===== src/rtl/hazard_sequencer_if.sv =====
// Hazard unit interface: pipeline status toward the hazard controller, latch controls back.
// The datapath connects via master (alias pipe); the controller via slave.
interface hazard_sequencer_if #(
  parameter int REGW = 5
);
  logic            ihit;
  logic            dhit;
  logic            mem_dreq;
  logic            ex_load;
  logic [REGW-1:0] ex_rd;
  logic [REGW-1:0] id_rs;
  logic [REGW-1:0] id_rt;
  logic            id_uses_rt;
  logic [2:0]      PCsrc;
  logic            zero;
  logic            wb_halt;
  logic            pc_en;
  logic            ifid_en;
  logic            idex_en;
  logic            exmem_en;
  logic            memwb_en;
  logic            ifid_flush;
  logic            idex_flush;
  logic            exmem_flush;
  logic            flushed;
  logic            halted;
  logic            mem_timeout;

  modport master (
    output ihit, dhit, mem_dreq, ex_load, ex_rd, id_rs, id_rt, id_uses_rt, PCsrc, zero, wb_halt,
    input  pc_en, ifid_en, idex_en, exmem_en, memwb_en, ifid_flush, idex_flush, exmem_flush,
           flushed, halted, mem_timeout
  );

  modport pipe (
    output ihit, dhit, mem_dreq, ex_load, ex_rd, id_rs, id_rt, id_uses_rt, PCsrc, zero, wb_halt,
    input  pc_en, ifid_en, idex_en, exmem_en, memwb_en, ifid_flush, idex_flush, exmem_flush,
           flushed, halted, mem_timeout
  );

  modport slave (
    input  ihit, dhit, mem_dreq, ex_load, ex_rd, id_rs, id_rt, id_uses_rt, PCsrc, zero, wb_halt,
    output pc_en, ifid_en, idex_en, exmem_en, memwb_en, ifid_flush, idex_flush, exmem_flush,
           flushed, halted, mem_timeout
  );
endinterface


===== src/rtl/hazard_sequencer.sv =====
// hazard_sequencer: 5-stage pipeline hazard controller (redirect flush, load-use bubble,
// data-memory wait with watchdog, halt drain). Define HAZARD_STATS_EN for stall/flush counters.
module hazard_sequencer #(
  parameter int REGW    = 5,
  parameter int TIMEOUT = 1024
) (
  input  logic              CLK,
  input  logic              nRST,
  hazard_sequencer_if.slave pipe
`ifdef HAZARD_STATS_EN
  ,
  output logic [31:0]       stall_cnt,
  output logic [31:0]       flush_cnt
`endif
);
  localparam int CW = $clog2(TIMEOUT);
  localparam logic [CW-1:0] WAIT_MAX = CW'(TIMEOUT - 1);

  typedef enum logic [1:0] {
    RUN     = 2'd0,
    MEMWAIT = 2'd1,
    HALTED  = 2'd2
  } state_t;

  state_t        state_r;
  state_t        state_s;
  logic [CW-1:0] wait_cnt_r;
  logic          flushed_r;
  logic          halted_r;
  logic          mem_timeout_r;
  logic          redirect_s;
  logic          loaduse_s;
  logic          memstall_s;
  logic          advance_s;
  logic          redir_flush_s;
  logic          pc_en_s;
  logic          ifid_en_s;
  logic          idex_en_s;
  logic          ifid_flush_s;
  logic          idex_flush_s;

  // Branch/jump resolution from the EX-stage next-PC select.
  always_comb begin
    redirect_s = 1'b0;
    case (pipe.PCsrc)
      3'd1:             redirect_s = pipe.zero;
      3'd2:             redirect_s = ~pipe.zero;
      3'd3, 3'd4, 3'd5: redirect_s = 1'b1;
      default:          redirect_s = 1'b0;
    endcase
  end

  assign loaduse_s = pipe.ex_load && (pipe.ex_rd != {REGW{1'b0}}) &&
                     ((pipe.ex_rd == pipe.id_rs) || (pipe.id_uses_rt && (pipe.ex_rd == pipe.id_rt)));
  assign memstall_s    = pipe.mem_dreq & ~pipe.dhit;
  assign redir_flush_s = advance_s & redirect_s;

  // Next-state logic; advance_s marks cycles where the pipeline may move.
  always_comb begin
    state_s   = state_r;
    advance_s = 1'b0;
    if (!nRST) begin
      state_s = RUN;
    end else begin
      case (state_r)
        RUN: begin
          if (memstall_s) begin
            state_s = MEMWAIT;
          end else begin
            advance_s = 1'b1;
            state_s   = pipe.wb_halt ? HALTED : RUN;
          end
        end
        MEMWAIT: begin
          if (pipe.dhit) begin
            advance_s = 1'b1;
            state_s   = RUN;
          end else begin
            state_s = MEMWAIT;
          end
        end
        HALTED:  state_s = HALTED;
        default: state_s = RUN;
      endcase
    end
  end

  // Latch enables and flushes; redirect outranks load-use since the ID instruction is wrong-path.
  always_comb begin
    pc_en_s      = 1'b0;
    ifid_en_s    = 1'b0;
    idex_en_s    = 1'b0;
    ifid_flush_s = 1'b0;
    idex_flush_s = 1'b0;
    if (advance_s) begin
      idex_en_s = 1'b1;
      if (redirect_s) begin
        pc_en_s      = pipe.ihit;
        ifid_en_s    = 1'b1;
        ifid_flush_s = 1'b1;
        idex_flush_s = 1'b1;
      end else if (loaduse_s) begin
        idex_flush_s = 1'b1;
      end else begin
        pc_en_s      = pipe.ihit;
        ifid_en_s    = 1'b1;
        ifid_flush_s = ~pipe.ihit;
      end
    end else begin
      pc_en_s = 1'b0;
    end
  end

  assign pipe.pc_en       = pc_en_s;
  assign pipe.ifid_en     = ifid_en_s;
  assign pipe.idex_en     = idex_en_s;
  assign pipe.exmem_en    = advance_s;
  assign pipe.memwb_en    = advance_s;
  assign pipe.ifid_flush  = ifid_flush_s;
  assign pipe.idex_flush  = idex_flush_s;
  assign pipe.exmem_flush = 1'b0;
  assign pipe.flushed     = flushed_r;
  assign pipe.halted      = halted_r;
  assign pipe.mem_timeout = mem_timeout_r;

  // State, saturating wait counter, sticky watchdog and status flags.
  always_ff @(posedge CLK) begin
    if (!nRST) begin
      state_r       <= RUN;
      wait_cnt_r    <= {CW{1'b0}};
      flushed_r     <= 1'b0;
      halted_r      <= 1'b0;
      mem_timeout_r <= 1'b0;
    end else begin
      state_r   <= state_s;
      flushed_r <= redir_flush_s;
      halted_r  <= (state_s == HALTED);
      if ((state_r == MEMWAIT) && (wait_cnt_r == WAIT_MAX)) begin
        mem_timeout_r <= 1'b1;
      end else begin
        mem_timeout_r <= mem_timeout_r;
      end
      if (state_s != MEMWAIT) begin
        wait_cnt_r <= {CW{1'b0}};
      end else if ((state_r == MEMWAIT) && (wait_cnt_r != WAIT_MAX)) begin
        wait_cnt_r <= wait_cnt_r + CW'(1);
      end else begin
        wait_cnt_r <= wait_cnt_r;
      end
    end
  end

`ifdef HAZARD_STATS_EN
  logic [31:0] stall_cnt_r;
  logic [31:0] flush_cnt_r;

  // Performance counters; both wrap naturally at 2^32.
  always_ff @(posedge CLK) begin
    if (!nRST) begin
      stall_cnt_r <= 32'd0;
      flush_cnt_r <= 32'd0;
    end else begin
      if (!pc_en_s && (state_r != HALTED)) begin
        stall_cnt_r <= stall_cnt_r + 32'd1;
      end else begin
        stall_cnt_r <= stall_cnt_r;
      end
      if (flushed_r) begin
        flush_cnt_r <= flush_cnt_r + 32'd1;
      end else begin
        flush_cnt_r <= flush_cnt_r;
      end
    end
  end

  assign stall_cnt = stall_cnt_r;
  assign flush_cnt = flush_cnt_r;
`endif
endmodule


===== src/flat_wrapper.sv =====
// flat-port wrapper written by rule: the top's interface ports become plain ports
module hazard_sequencer_flat 
#(
  parameter int REGW    = 5,
  parameter int TIMEOUT = 1024
)
  (CLK, nRST, pipe_ihit, pipe_dhit, pipe_mem_dreq, pipe_ex_load, pipe_ex_rd, pipe_id_rs, pipe_id_rt, pipe_id_uses_rt, pipe_PCsrc, pipe_zero, pipe_wb_halt, pipe_pc_en, pipe_ifid_en, pipe_idex_en, pipe_exmem_en, pipe_memwb_en, pipe_ifid_flush, pipe_idex_flush, pipe_exmem_flush, pipe_flushed, pipe_halted, pipe_mem_timeout);
  hazard_sequencer_if #(.REGW(REGW)) pipe_i ();
  input  logic CLK;
  input  logic nRST;
  input wire logic [$bits(pipe_i.ihit)-1:0] pipe_ihit;
  input wire logic [$bits(pipe_i.dhit)-1:0] pipe_dhit;
  input wire logic [$bits(pipe_i.mem_dreq)-1:0] pipe_mem_dreq;
  input wire logic [$bits(pipe_i.ex_load)-1:0] pipe_ex_load;
  input wire logic [$bits(pipe_i.ex_rd)-1:0] pipe_ex_rd;
  input wire logic [$bits(pipe_i.id_rs)-1:0] pipe_id_rs;
  input wire logic [$bits(pipe_i.id_rt)-1:0] pipe_id_rt;
  input wire logic [$bits(pipe_i.id_uses_rt)-1:0] pipe_id_uses_rt;
  input wire logic [$bits(pipe_i.PCsrc)-1:0] pipe_PCsrc;
  input wire logic [$bits(pipe_i.zero)-1:0] pipe_zero;
  input wire logic [$bits(pipe_i.wb_halt)-1:0] pipe_wb_halt;
  output wire logic [$bits(pipe_i.pc_en)-1:0] pipe_pc_en;
  output wire logic [$bits(pipe_i.ifid_en)-1:0] pipe_ifid_en;
  output wire logic [$bits(pipe_i.idex_en)-1:0] pipe_idex_en;
  output wire logic [$bits(pipe_i.exmem_en)-1:0] pipe_exmem_en;
  output wire logic [$bits(pipe_i.memwb_en)-1:0] pipe_memwb_en;
  output wire logic [$bits(pipe_i.ifid_flush)-1:0] pipe_ifid_flush;
  output wire logic [$bits(pipe_i.idex_flush)-1:0] pipe_idex_flush;
  output wire logic [$bits(pipe_i.exmem_flush)-1:0] pipe_exmem_flush;
  output wire logic [$bits(pipe_i.flushed)-1:0] pipe_flushed;
  output wire logic [$bits(pipe_i.halted)-1:0] pipe_halted;
  output wire logic [$bits(pipe_i.mem_timeout)-1:0] pipe_mem_timeout;
  assign pipe_i.ihit = pipe_ihit;
  assign pipe_i.dhit = pipe_dhit;
  assign pipe_i.mem_dreq = pipe_mem_dreq;
  assign pipe_i.ex_load = pipe_ex_load;
  assign pipe_i.ex_rd = pipe_ex_rd;
  assign pipe_i.id_rs = pipe_id_rs;
  assign pipe_i.id_rt = pipe_id_rt;
  assign pipe_i.id_uses_rt = pipe_id_uses_rt;
  assign pipe_i.PCsrc = pipe_PCsrc;
  assign pipe_i.zero = pipe_zero;
  assign pipe_i.wb_halt = pipe_wb_halt;
  assign pipe_pc_en = pipe_i.pc_en;
  assign pipe_ifid_en = pipe_i.ifid_en;
  assign pipe_idex_en = pipe_i.idex_en;
  assign pipe_exmem_en = pipe_i.exmem_en;
  assign pipe_memwb_en = pipe_i.memwb_en;
  assign pipe_ifid_flush = pipe_i.ifid_flush;
  assign pipe_idex_flush = pipe_i.idex_flush;
  assign pipe_exmem_flush = pipe_i.exmem_flush;
  assign pipe_flushed = pipe_i.flushed;
  assign pipe_halted = pipe_i.halted;
  assign pipe_mem_timeout = pipe_i.mem_timeout;
  hazard_sequencer #(.REGW(REGW), .TIMEOUT(TIMEOUT)) u_core (.CLK(CLK), .nRST(nRST), .pipe(pipe_i));
endmodule

===== config.mk =====
export PLATFORM = sky130hd
export DESIGN_NAME = hazard_sequencer_flat
export DESIGN_NICKNAME = d
export VERILOG_FILES = /design/src/rtl/hazard_sequencer_if.sv /design/src/rtl/hazard_sequencer.sv /design/src/flat_wrapper.sv
export SDC_FILE = /design/constraint.sdc
export NUM_CORES = 1
export LEC_CHECK = 0
export ABC_AREA = 0
export CAP_MARGIN = 15
export CELL_PAD_IN_SITES_DETAIL_PLACEMENT = 1
export CELL_PAD_IN_SITES_GLOBAL_PLACEMENT = 1
export CORE_ASPECT_RATIO = 1.25
export CORE_MARGIN = 1.5
export CORE_UTILIZATION = 30
export CTS_CLUSTER_DIAMETER = 40
export DETAILED_ROUTE_END_ITERATION = 8
export HOLD_SLACK_MARGIN = 0.05
export PLACE_DENSITY = 0.85
export SYNTH_ARGS = -nofsm -noshare
export SYNTH_HDL_FRONTEND = slang
export SYNTH_SLANG_ARGS = --single-unit

===== constraint.sdc =====
create_clock -name CLK -period 2.7 [get_ports CLK]
set_input_delay 0.81 -clock CLK [delete_from_list [all_inputs] [get_ports CLK]]
set_output_delay 0.81 -clock CLK [all_outputs]
set_load 0.03 [all_outputs]

==> impl_metrics.ini <==
[status]
outcome = finished with violations
violations = negative setup slack

[clocking]
cts.sinks = 15
h-tree-depth = 1
clkTransAtPathRegs_ns = 0.09
cts_tree = built
cts_buffer_depth = 2
cts_root_buffer = clkbuf_4
insertion_delay_ns = 0.29
numCtsBuffers = 3
cts_hold_repair.buffers = 0

[power]
p_leak_nw = 0.600
p_clk_frac = 0.251
swShare = 0.295
vdd_drop_max_mv = 0.275
power.density_nw_per_um2 = 355
seq_power_share = 0.439
switching_power_mw = 0.155
combinationalPowerShare = 0.310
internal_power_mw = 0.369

[setup_path]
worst-setup-path-type = input pin to primary output
crit_fanout = 3
critPathArrivalTime_ns = 2.10
cp-start-kind = input pin
crit_required_ns = 1.89
crit_path_end_kind = primary output

[placement]
gp_congestion = 0.727
io_buffers = 36
dp_cells = 179
placed_cell_area_um2 = 1370
dp_hpwl_um = 2240

[yosys]
synthSimpleGateAreaFrac = 0.268
syn_inst = 103
synth_warnings = 0
synth_compound_area_frac = 0.152
yosysTopAreaCell = dfxtp_1
avgSynthCellArea_um2 = 8.81
synth.distinct_cells = 39
synthArstFlopShare = 0
synth_flop_cell = dfxtp_1
syn_nets = 131
synth_top_family_by_area = simple AND/OR/NAND/NOR gates
synth-seq-cells = 15
synth_top_area_share = 0.331
synth.area.mux_share = 0.0221
yosysSeqAreaShare = 0.331
synth_adder_area_share = 0.0138
synth_edf_count = 0
synthXorXnorAreaFrac = 0.164
netlist_area_um2 = 907
synth_area_leaders = dfxtp_1 33%, xnor2_1 9.7%, xor2_1 6.8%

[grt]
antenna_found_initial = 0
grt_pass1_wl_um = 4660
grt_max_degree = 12
first_global_vias = 1013
gr-usage-all-layers = 0.186
grt.overflow.total = 0

[die]
start_util = 0.311
fp.dieH_um = 64.5
die-area_um2 = 3360
core-area_um2 = 2920
io-pin-count = 38
die_width_um = 52.2
rows = 22

[cells_and_area]
n_antenna_cell = 0
final_cell_mix = 15 x dfxtp_1, 13 x dlygate4sd2_1, 11 x nor2_1
syn2layout_area_growth_pct = 62.3
nets = 178
final_area_um2 = 1470
final_util = 0.505
mostFrequentLayoutCell = dfxtp_1
drive_above_1_share = 0.282
final_cells = 185

[detailed_routing]
antenna_left = 0
routed_wirelength_um = 2910
wl_per_cell_um = 15.7
drt_iter0_drc = 4
drt_first_pass_iters = 4
vias = 923
drc = 0
vias_per_cell = 4.99

[sta]
fin_crit_sh = 1.08
hold_viol = 0
max_freq_mhz = 343
fin_crit_ns = 2.91
setup_ws_ns = -0.213
skew_ns = 0.00367
fin_tns_setup_ns = -0.765
setup_viol = 4
rsz0062_at_grt = true
maxSlewViolCount = 0

[min_path]
hp-class = register to register

[run]
drv_cap = 0
[worst paths after layout]
check	start	end	slack, ns	cells past startpoint
setup / recovery	pipe_ex_rd[2]	pipe_ifid_flush	-0.21	6
hold / removal	u_core.pipe.mem_timeout	u_core.pipe.mem_timeout	0.52	2
setup reg to reg	u_core.wait_cnt_r[0]	u_core.wait_cnt_r[1]	1.09	5
hold reg to reg	u_core.pipe.mem_timeout	u_core.pipe.mem_timeout	0.52	2
[metrics by stage]
stage / power [mW] / setup WS [ns] / hold slack (ns)
CTS: 0.527 / -0.222 / 0.541
detailed placement: 0.385 / -0.651 / 0.516
global route: 0.545 / -0.247 / 0.570
finish: 0.523 / -0.213 / 0.517
floorplan: 0.309 / -0.0238 / 0.483
global placement: 0.379 / -0.597 / 0.481
[layer usage]
layer / GRT usage / up-vias / wire, um
li1: - / 455 / -
met1: 0.189 / 422 / 1150
met2: 0.351 / 41 / 1480
met3: 0.0300 / 5 / 220
met4: 0.0962 / 0 / 59
met5: 0 / - / 0
[cells by family after synthesis]
| kind of cell | Yosys count |
|---|---|
| simple gates | 41 |
| mux | 2 |
| other cells | 1 |
| flops | 15 |
| compound gates | 18 |
| fa+ha+maj | 1 |
| xor+xnor | 17 |
| buf+inv | 8 |
[state kept, by name, indices dropped and copies added (netlist names)]
| signal | count |
|---|---|
| u_core.wait_cnt_r | 10 |
| u_core.state_r | 2 |
| u_core.pipe.flushed | 1 |
| u_core.pipe.halted | 1 |
| u_core.pipe.mem_timeout | 1 |
[power groups by stage]
stage / Sequential [mW] / Clock, mW / Combinational (mW)
2_1_floorplan: 0.237 / 0 / 0.0712
3_3_place_gp: 0.234 / 0 / 0.145
3_5_place_dp: 0.234 / 0 / 0.151
4_1_cts: 0.230 / 0.138 / 0.159
5_1_grt: 0.231 / 0.142 / 0.172
6_report: 0.230 / 0.132 / 0.162
[cell usage after synthesis (2+ instances only)]
master     instances
o2111ai_1          2
o211ai_1           2
nor2_1            12
a21oi_1            4
nor3b_1            4
nor2b_1            4
xnor2_1           10
nand3_1            2
mux2i_1            2
xor2_1             7
nand2_1            5
inv_1              4
buf_4              3
dfxtp_1           15
nand2b_1           3
[layout make-up]
| class | count | area (um^2) |
|---|---|---|
| Clock buffer | 4 | 26.3 |
| Fill cell | 354 | 1450 |
| Inverter | 4 | 15.0 |
| Multi-Input combinational cell | 80 | 652 |
| Sequential cell | 15 | 300 |
| Tap cell | 36 | 45.0 |
| Timing Repair Buffer | 46 | 434 |
[repair_timing]
action,CTS,global route
pin swaps,19,5
setup endpoints to repair,7,7
setup buffers,2,0
gates resized for setup,49,9
[critical path, stage by stage]
cell	delay, ns
buf_6	0.09
or4_4	0.54
o21a_1	0.20
and2_4	0.19
a21oi_4	0.13
buf_6	0.14
No activity file was read; power rests on OpenSTA's default activity.
